### src/rtl/tetris_game_ctrl.sv
// tetris_game_ctrl: top-level game sequencer.
//   Paces gravity drops, locks the active piece on collision, launches one
//   line-clear evaluation per lock and turns the engine's cumulative line
//   count into per-lock deltas, points, level and gravity interval.
//   Optional macro HARD_DROP_EN adds the HDROP state (hard_drop input).
// Ports:
//   clk, reset_n (async, active-low)
//   start, drop_tick, collide_down, spawn_blocked, eval_complete,
//   clear_score[7:0], hard_drop                         -> inputs
//   move_down, lock_piece, start_eval, spawn_req         -> one-cycle pulses
//   lines_cleared, total_lines, points, level,
//   drop_interval, game_over, eval_err                   -> status
// Handshake: every output pulse is a registered single-cycle strobe with no
// acknowledge; eval_complete is only honoured while waiting for the engine.
module tetris_game_ctrl #(
    parameter int DROP_BASE       = 60,
    parameter int DROP_STEP       = 5,
    parameter int DROP_MIN        = 5,
    parameter int LINES_PER_LEVEL = 10,
    parameter int EVAL_TIMEOUT    = 64
) (
    input  logic        clk,
    input  logic        reset_n,
    input  logic        start,
    input  logic        drop_tick,
    input  logic        collide_down,
    input  logic        spawn_blocked,
    input  logic        eval_complete,
    input  logic [7:0]  clear_score,
    input  logic        hard_drop,
    output logic        move_down,
    output logic        lock_piece,
    output logic        start_eval,
    output logic        spawn_req,
    output logic [2:0]  lines_cleared,
    output logic [15:0] total_lines,
    output logic [19:0] points,
    output logic [4:0]  level,
    output logic [6:0]  drop_interval,
    output logic        game_over,
    output logic        eval_err
);

    localparam int WD_W = $clog2(EVAL_TIMEOUT) + 1;
    localparam int LC_W = $clog2(LINES_PER_LEVEL + 4) + 1;

    typedef enum logic [3:0] {
        S_IDLE, S_SPAWN, S_SPAWN_CHK, S_FALL,
`ifdef HARD_DROP_EN
        S_HDROP,
`endif
        S_LOCK, S_CLEAR_REQ, S_CLEAR_WAIT, S_SCORE, S_GAMEOVER
    } state_t;

    state_t            state_q, state_d;
    logic              move_down_q, move_down_d;
    logic              lock_piece_q, lock_piece_d;
    logic              start_eval_q, start_eval_d;
    logic              spawn_req_q, spawn_req_d;
    logic              game_over_q, game_over_d;
    logic              eval_err_q, eval_err_d;
    logic [2:0]        lines_q, lines_d;
    logic [15:0]       total_q, total_d;
    logic [19:0]       points_q, points_d;
    logic [4:0]        level_q, level_d;
    logic [6:0]        di_q, di_d;
    logic [6:0]        tick_q, tick_d;
    logic [WD_W-1:0]   wdog_q, wdog_d;
    logic [7:0]        score_base_q, score_base_d;
    logic [LC_W-1:0]   lvl_cnt_q, lvl_cnt_d;   // lines since last level-up
    logic              hard_bonus;

    // Scratch arithmetic
    logic [7:0]        delta;
    logic [16:0]       total_sum;
    logic [10:0]       tbl_pts;
    logic [17:0]       pts_add;
    logic [20:0]       pts_sum;
    logic [LC_W-1:0]   lc_sum;
    logic [11:0]       drop_red;

`ifdef HARD_DROP_EN
    logic hard_q, hard_d;
    assign hard_bonus = hard_q;
`else
    logic unused_hard_drop;
    assign unused_hard_drop = hard_drop;
    assign hard_bonus       = 1'b0;
`endif

    always_comb begin
        state_d      = state_q;
        move_down_d  = 1'b0;
        lock_piece_d = 1'b0;
        start_eval_d = 1'b0;
        spawn_req_d  = 1'b0;
        eval_err_d   = eval_err_q;
        lines_d      = lines_q;
        total_d      = total_q;
        points_d     = points_q;
        level_d      = level_q;
        tick_d       = tick_q;
        wdog_d       = wdog_q;
        score_base_d = score_base_q;
        lvl_cnt_d    = lvl_cnt_q;
`ifdef HARD_DROP_EN
        hard_d       = hard_q;
`endif
        // Modulo-256 difference makes the delta immune to engine wrap/base.
        delta     = clear_score - score_base_q;
        total_sum = {1'b0, total_q} + 17'(lines_q);
        case (lines_q)
            3'd1:    tbl_pts = 11'd40;
            3'd2:    tbl_pts = 11'd100;
            3'd3:    tbl_pts = 11'd300;
            3'd4:    tbl_pts = 11'd1200;
            default: tbl_pts = 11'd0;
        endcase
        pts_add = 18'(tbl_pts) * 18'(level_q) + 18'(tbl_pts);
        if (hard_bonus) pts_add = pts_add << 1;
        pts_sum = {1'b0, points_q} + 21'(pts_add);
        lc_sum  = lvl_cnt_q + LC_W'(lines_q);

        drop_red = 12'(level_q) * 12'(DROP_STEP);
        if (drop_red + 12'(DROP_MIN) >= 12'(DROP_BASE)) di_d = 7'(DROP_MIN);
        else                                             di_d = 7'(12'(DROP_BASE) - drop_red);

        case (state_q)
            S_IDLE, S_GAMEOVER: begin
                if (start) begin
                    lines_d     = 3'd0;
                    total_d     = 16'd0;
                    points_d    = 20'd0;
                    level_d     = 5'd0;
                    lvl_cnt_d   = '0;
                    eval_err_d  = 1'b0;
                    state_d     = S_SPAWN;
                    spawn_req_d = 1'b1;
                end
            end
            S_SPAWN: begin
                tick_d  = 7'd0;
                state_d = S_SPAWN_CHK;
            end
            S_SPAWN_CHK: begin
                tick_d  = 7'd0;
                state_d = spawn_blocked ? S_GAMEOVER : S_FALL;
            end
            S_FALL: begin
`ifdef HARD_DROP_EN
                if (hard_drop) begin
                    hard_d  = 1'b1;
                    state_d = S_HDROP;
                end else
`endif
                if (drop_tick) begin
                    if ({1'b0, tick_q} + 8'd1 >= {1'b0, di_q}) begin
                        tick_d = 7'd0;
                        if (collide_down) begin
                            state_d      = S_LOCK;
                            lock_piece_d = 1'b1;
                        end else begin
                            move_down_d = 1'b1;
                        end
                    end else begin
                        tick_d = tick_q + 7'd1;
                    end
                end
            end
`ifdef HARD_DROP_EN
            S_HDROP: begin
                if (collide_down) begin
                    state_d      = S_LOCK;
                    lock_piece_d = 1'b1;
                end else begin
                    move_down_d = 1'b1;
                end
            end
`endif
            S_LOCK: begin
                state_d      = S_CLEAR_REQ;
                start_eval_d = 1'b1;
            end
            S_CLEAR_REQ: begin
                score_base_d = clear_score;
                wdog_d       = '0;
                state_d      = S_CLEAR_WAIT;
            end
            S_CLEAR_WAIT: begin
                // Completion wins over a coincident timeout.
                if (eval_complete) begin
                    lines_d = (delta > 8'd4) ? 3'd4 : delta[2:0];
                    state_d = S_SCORE;
                end else if (wdog_q == WD_W'(EVAL_TIMEOUT - 1)) begin
                    lines_d     = 3'd0;
                    eval_err_d  = 1'b1;
`ifdef HARD_DROP_EN
                    hard_d      = 1'b0;
`endif
                    state_d     = S_SPAWN;
                    spawn_req_d = 1'b1;
                end else begin
                    wdog_d = wdog_q + 1'b1;
                end
            end
            S_SCORE: begin
                total_d  = total_sum[16] ? 16'hFFFF : total_sum[15:0];
                points_d = pts_sum[20] ? 20'hFFFFF : pts_sum[19:0];
                // At most one level-up per lock since lines_q <= 4.
                if (lc_sum >= LC_W'(LINES_PER_LEVEL)) begin
                    lvl_cnt_d = lc_sum - LC_W'(LINES_PER_LEVEL);
                    level_d   = (level_q == 5'd31) ? 5'd31 : level_q + 5'd1;
                end else begin
                    lvl_cnt_d = lc_sum;
                end
`ifdef HARD_DROP_EN
                hard_d      = 1'b0;
`endif
                state_d     = S_SPAWN;
                spawn_req_d = 1'b1;
            end
            default: state_d = S_IDLE;
        endcase
        game_over_d = (state_d == S_GAMEOVER);
    end

    always_ff @(posedge clk or negedge reset_n) begin
        if (!reset_n) begin
            state_q      <= S_IDLE;
            move_down_q  <= 1'b0;
            lock_piece_q <= 1'b0;
            start_eval_q <= 1'b0;
            spawn_req_q  <= 1'b0;
            game_over_q  <= 1'b0;
            eval_err_q   <= 1'b0;
            lines_q      <= 3'd0;
            total_q      <= 16'd0;
            points_q     <= 20'd0;
            level_q      <= 5'd0;
            di_q         <= 7'(DROP_BASE);
            tick_q       <= 7'd0;
            wdog_q       <= '0;
            score_base_q <= 8'd0;
            lvl_cnt_q    <= '0;
`ifdef HARD_DROP_EN
            hard_q       <= 1'b0;
`endif
        end else begin
            state_q      <= state_d;
            move_down_q  <= move_down_d;
            lock_piece_q <= lock_piece_d;
            start_eval_q <= start_eval_d;
            spawn_req_q  <= spawn_req_d;
            game_over_q  <= game_over_d;
            eval_err_q   <= eval_err_d;
            lines_q      <= lines_d;
            total_q      <= total_d;
            points_q     <= points_d;
            level_q      <= level_d;
            di_q         <= di_d;
            tick_q       <= tick_d;
            wdog_q       <= wdog_d;
            score_base_q <= score_base_d;
            lvl_cnt_q    <= lvl_cnt_d;
`ifdef HARD_DROP_EN
            hard_q       <= hard_d;
`endif
        end
    end

    assign move_down     = move_down_q;
    assign lock_piece    = lock_piece_q;
    assign start_eval    = start_eval_q;
    assign spawn_req     = spawn_req_q;
    assign lines_cleared = lines_q;
    assign total_lines   = total_q;
    assign points        = points_q;
    assign level         = level_q;
    assign drop_interval = di_q;
    assign game_over     = game_over_q;
    assign eval_err      = eval_err_q;

endmodule

### config.mk
export PLATFORM = sky130hd
export DESIGN_NAME = tetris_game_ctrl
export DESIGN_NICKNAME = d
export VERILOG_FILES = /design/src/rtl/tetris_game_ctrl.sv
export SDC_FILE = /design/constraint.sdc
export NUM_CORES = 1
export LEC_CHECK = 0
export ABC_CLOCK_PERIOD_IN_PS = 6700
export BUFFER_PORTS_ARGS = -buffer_cell sky130_fd_sc_hd__buf_2
export CORE_UTILIZATION = 60
export CTS_CLUSTER_DIAMETER = 30
export DETAILED_ROUTE_END_ITERATION = 12
export PLACE_DENSITY = 0.85
export RECOVER_POWER = 25
export SYNTH_ARGS = -nofsm -noshare
export SYNTH_HDL_FRONTEND = slang
export SYNTH_SLANG_ARGS = --single-unit
### constraint.sdc
create_clock -name clk -period 6.7 [get_ports clk]
set_input_delay 1.005 -clock clk [delete_from_list [all_inputs] [get_ports clk]]
set_output_delay 1.005 -clock clk [all_outputs]
set_load 0.01 [all_outputs]
==> flow_metrics.py <==
metrics = {
    "synth": {
        "synth_xor_xnor_area_share_pct": 4.46,
        "synth_nets": 886,
        "yosys_warnings": 0,
        "synth_top_area_share_pct": 29.4,
        "synth_ff_type": "dfrtp_1",
        "syn-cell-area_um2": 7070,
        "synth_area_per_cell_um2": 9.28,
        "synth-simple-area-share_pct": 17.2,
        "synth-seq-cells": 87,
        "syn_inst": 762,
        "synth_fa_ha_area_share_pct": 23.1,
        "synth_top_family_by_area": "adder cells",
        "yosysTopAreaCell": "dfrtp_1",
        "synthArstFlopShare_pct": 100,
        "ys_top_cells_by_area": "dfrtp_1 29%, ha_1 12%, fa_1 11%",
        "ys_types": 68,
        "synth-edff-count": 0,
        "synth.area.mux_share_pct": 0.761,
        "synth_compound_area_share_pct": 17.4,
        "yosysSeqAreaShare_pct": 30.9,
    },
    "global_route": {
        "antenna_found_initial": 0,
        "grt.total_usage_pct": 27.8,
        "grt_max_degree": 55,
        "overflow": 0,
        "grt_pass1_wl_um": 27800,
        "grt_pass1_vias": 5924,
    },
    "setup_path": {
        "regToRegStartpoint": "lines_cleared[0]",
        "worstPathRequired_ps": 6920,
        "worst_setup_path_end_kind": "flip-flop",
        "regToRegEndpoint": "points[16]",
        "path_buf_inv": 3,
        "cpPeakStageDelay_ps": 540,
        "path_cells": "nor2_1 -> and2_1 -> inv_1 -> nor2_1 -> fa_1 -> fa_1 -> inv_1 -> fa_1 -> inv_1 -> fa_1 -> ha_1 -> a211o_1 -> o211ai_2 -> a21oi_2 -> o2111a_1 -> or3_1",
        "rrSetupSlack_ps": 850,
        "cpMostUsedCell": "fa_1",
        "crit_path_start_kind": "flip-flop",
        "cp_max_fo": 18,
        "critPathKind": "flip-flop to flip-flop",
        "cp.depth": 16,
        "rr_worst_depth": 16,
        "critical_path.startpoint": "lines_cleared[0]",
        "path_delay_family": "adder cells",
        "worstSetupEndpoint": "points[16]",
        "crit_arrival_ps": 6060,
        "slowest_stage": "dfrtp_1",
    },
    "detailed_routing": {
        "drt_iter0_drc": 359,
        "ant_nets": 0,
        "finalWirelength_um": 16200,
        "viasPerCell": 6.11,
        "routedWlPerCell_um": 16.6,
        "first_pass_iters": 4,
        "via_count": 5941,
        "drc_errors": 0,
    },
    "sta": {
        "finalClockSkew_ps": 10.0,
        "finalHoldViolCount": 0,
        "slew_headroom_pct": -91.6,
        "rsz0062_at_grt": "no",
        "finalCritPeriodShare_pct": 87.3,
        "setup-tns-final_ps": 0,
        "maxSlewViolCount": 98,
        "max_freq_mhz": 171,
        "finalCriticalPeriod_ps": 5850,
        "finalSetupViolations": 0,
        "tightest_slew_ps": 2870,
        "finalHoldWorstSlack_ps": 502,
    },
    "final_layout": {
        "drive_gt1_share_pct": 13.0,
        "nets": 948,
        "fill_cells": 859,
        "n_antenna_cell": 0,
        "syn2layout_area_growth_pct": 10.2,
    },
    "clocking": {
        "cts-buffers-inserted": 9,
        "cts_hold_buffers": 0,
        "cts-resized-gates": 0,
        "clk_latency_ps": 350,
        "postCtsSetupRepairBufs": 0,
        "clkTransAtPathRegs_ps": 70,
        "cts_num_sinks": 87,
        "cts_root_buffer": "clkbuf_16",
        "clockBufferDepth": 2,
        "htreeDepth": 3,
        "cts_tree": "done",
    },
    "status": {
        "violations": "capacitance limit, slew limit",
        "outcome": "finished, violations left",
    },
    "die": {
        "rows": 39,
        "start_util_pct": 61.7,
        "die_x_um": 111,
        "io_pins": 73,
        "fp.dieH_um": 111,
        "die_area_um2": 12200,
        "core-area_um2": 11500,
    },
    "worst_hold_path": {
        "hold_path_class": "flip-flop to flip-flop",
    },
    "pwr": {
        "p_total_mw": 1.57,
        "vdd_drop_max_mv": 0.218,
        "p_per_area_nw_per_um2": 201,
        "p_leak_nw": 4.17,
    },
    "placed_design": {
        "io_buffers": 71,
        "dp_hpwl_um": 12000,
        "gp_congestion": 0.896,
    },
    "run": {
        "drv_cap": 3,
    },
}
==> kinds of logic after synthesis <==
| family | count (synthesis) |
|---|---|
| flops | 87 |
| buf+inv | 108 |
| simple gates | 240 |
| xor+xnor | 36 |
| mux | 5 |
| compound gates | 178 |
| fa+ha+maj | 108 |
==> routing by layer <==
| metal | wire length (um) | up-vias | GRT usage, % | share of wire (%) |
|---|---|---|---|---|
| met5 | 0 | - | 0 | 0 |
| met4 | 347 | 0 | 10.0 | 2.1 |
| met3 | 802 | 30 | 5.10 | 5.0 |
| met2 | 8120 | 177 | 47.9 | 50 |
| met1 | 6900 | 2955 | 35.0 | 43 |
| li1 | - | 2779 | - | - |
==> power breakdown <==
group	switching (mW)	internal, mW
sequential	0.0569	0.578
combinational	0.254	0.158
clock	0.220	0.301
==> through the flow <==
stage	std cells	setup slack (ps)	util [%]	area (um2)
floorplan	762	1530	-	7070
global placement	956	1070	65.6	7520
detailed placement	956	886	65.6	7520
CTS	972	865	68.2	7830
global route	972	526	68.0	7790
finish	972	853	68.0	7790
==> worst min-delay path by stage <==
stage | start | to | slack (ps) | cells past startpoint
finish | score_base_q[7] | score_base_q[7] | 500 | 2
global route | wdog_q[6] | wdog_q[6] | 540 | 1
detailed placement | score_base_q[7] | score_base_q[7] | 490 | 2
CTS | score_base_q[7] | score_base_q[7] | 500 | 2
global placement | score_base_q[0] | score_base_q[0] | 470 | 2
floorplan | score_base_q[0] | score_base_q[0] | 450 | 2
==> state kept, by name, indices dropped and copies added (netlist names) <==
| name | flops |
|---|---|
| drop_interval | 7 |
| eval_err | 1 |
| game_over | 1 |
| level | 5 |
| lines_cleared | 3 |
| lock_piece | 1 |
| lvl_cnt_q | 5 |
| move_down | 1 |
| points | 19 |
| score_base_q | 8 |
| spawn_req | 1 |
| start_eval | 1 |
| state_q | 4 |
| tick_q | 7 |
| total_lines | 16 |
| wdog_q | 7 |
==> final cells by class <==
| cell class | count | area [um2] | area share (%) |
|---|---|---|---|
| multi-input cells | 567 | 4440 | 57.0 |
| flip-flops and latches | 87 | 2180 | 28.0 |
| repair buffers | 75 | 372 | 4.77 |
| inverters | 84 | 315 | 4.04 |
| clock buffers | 10 | 239 | 3.07 |
| well taps | 143 | 179 | 2.30 |
| clock inverters | 6 | 67.6 | 0.867 |
==> layout by cell type, fill, tap and decap left out, types with 15 or more instances in the layout <==
cell type  count
o21ai_0       49
and2_1        20
xor2_1        15
and3_1        19
nor2_1        36
ha_1          70
fa_1          38
inv_1         84
buf_2         63
nor3_1        19
nand2_1       79
a21oi_1       32
xnor2_1       21
nand3_1       23
dfrtp_1       83
==> worst min-delay path, stage by stage, from the launching register on <==
cell,delay [ps]
dfrtp_1,360
nand2_1,50
nand2_1,60
==> synthesized netlist by cell type, types with 20 or more instances <==
| library cell | count |
|---|---|
| a21oi_1 | 32 |
| nand2_1 | 79 |
| nor2_1 | 37 |
| dfrtp_1 | 83 |
| ha_1 | 70 |
| and2_1 | 20 |
| o21ai_0 | 49 |
| inv_1 | 84 |
| fa_1 | 38 |
| nand3_1 | 23 |
| xnor2_1 | 21 |
No activity file was read; power rests on OpenSTA's default activity.
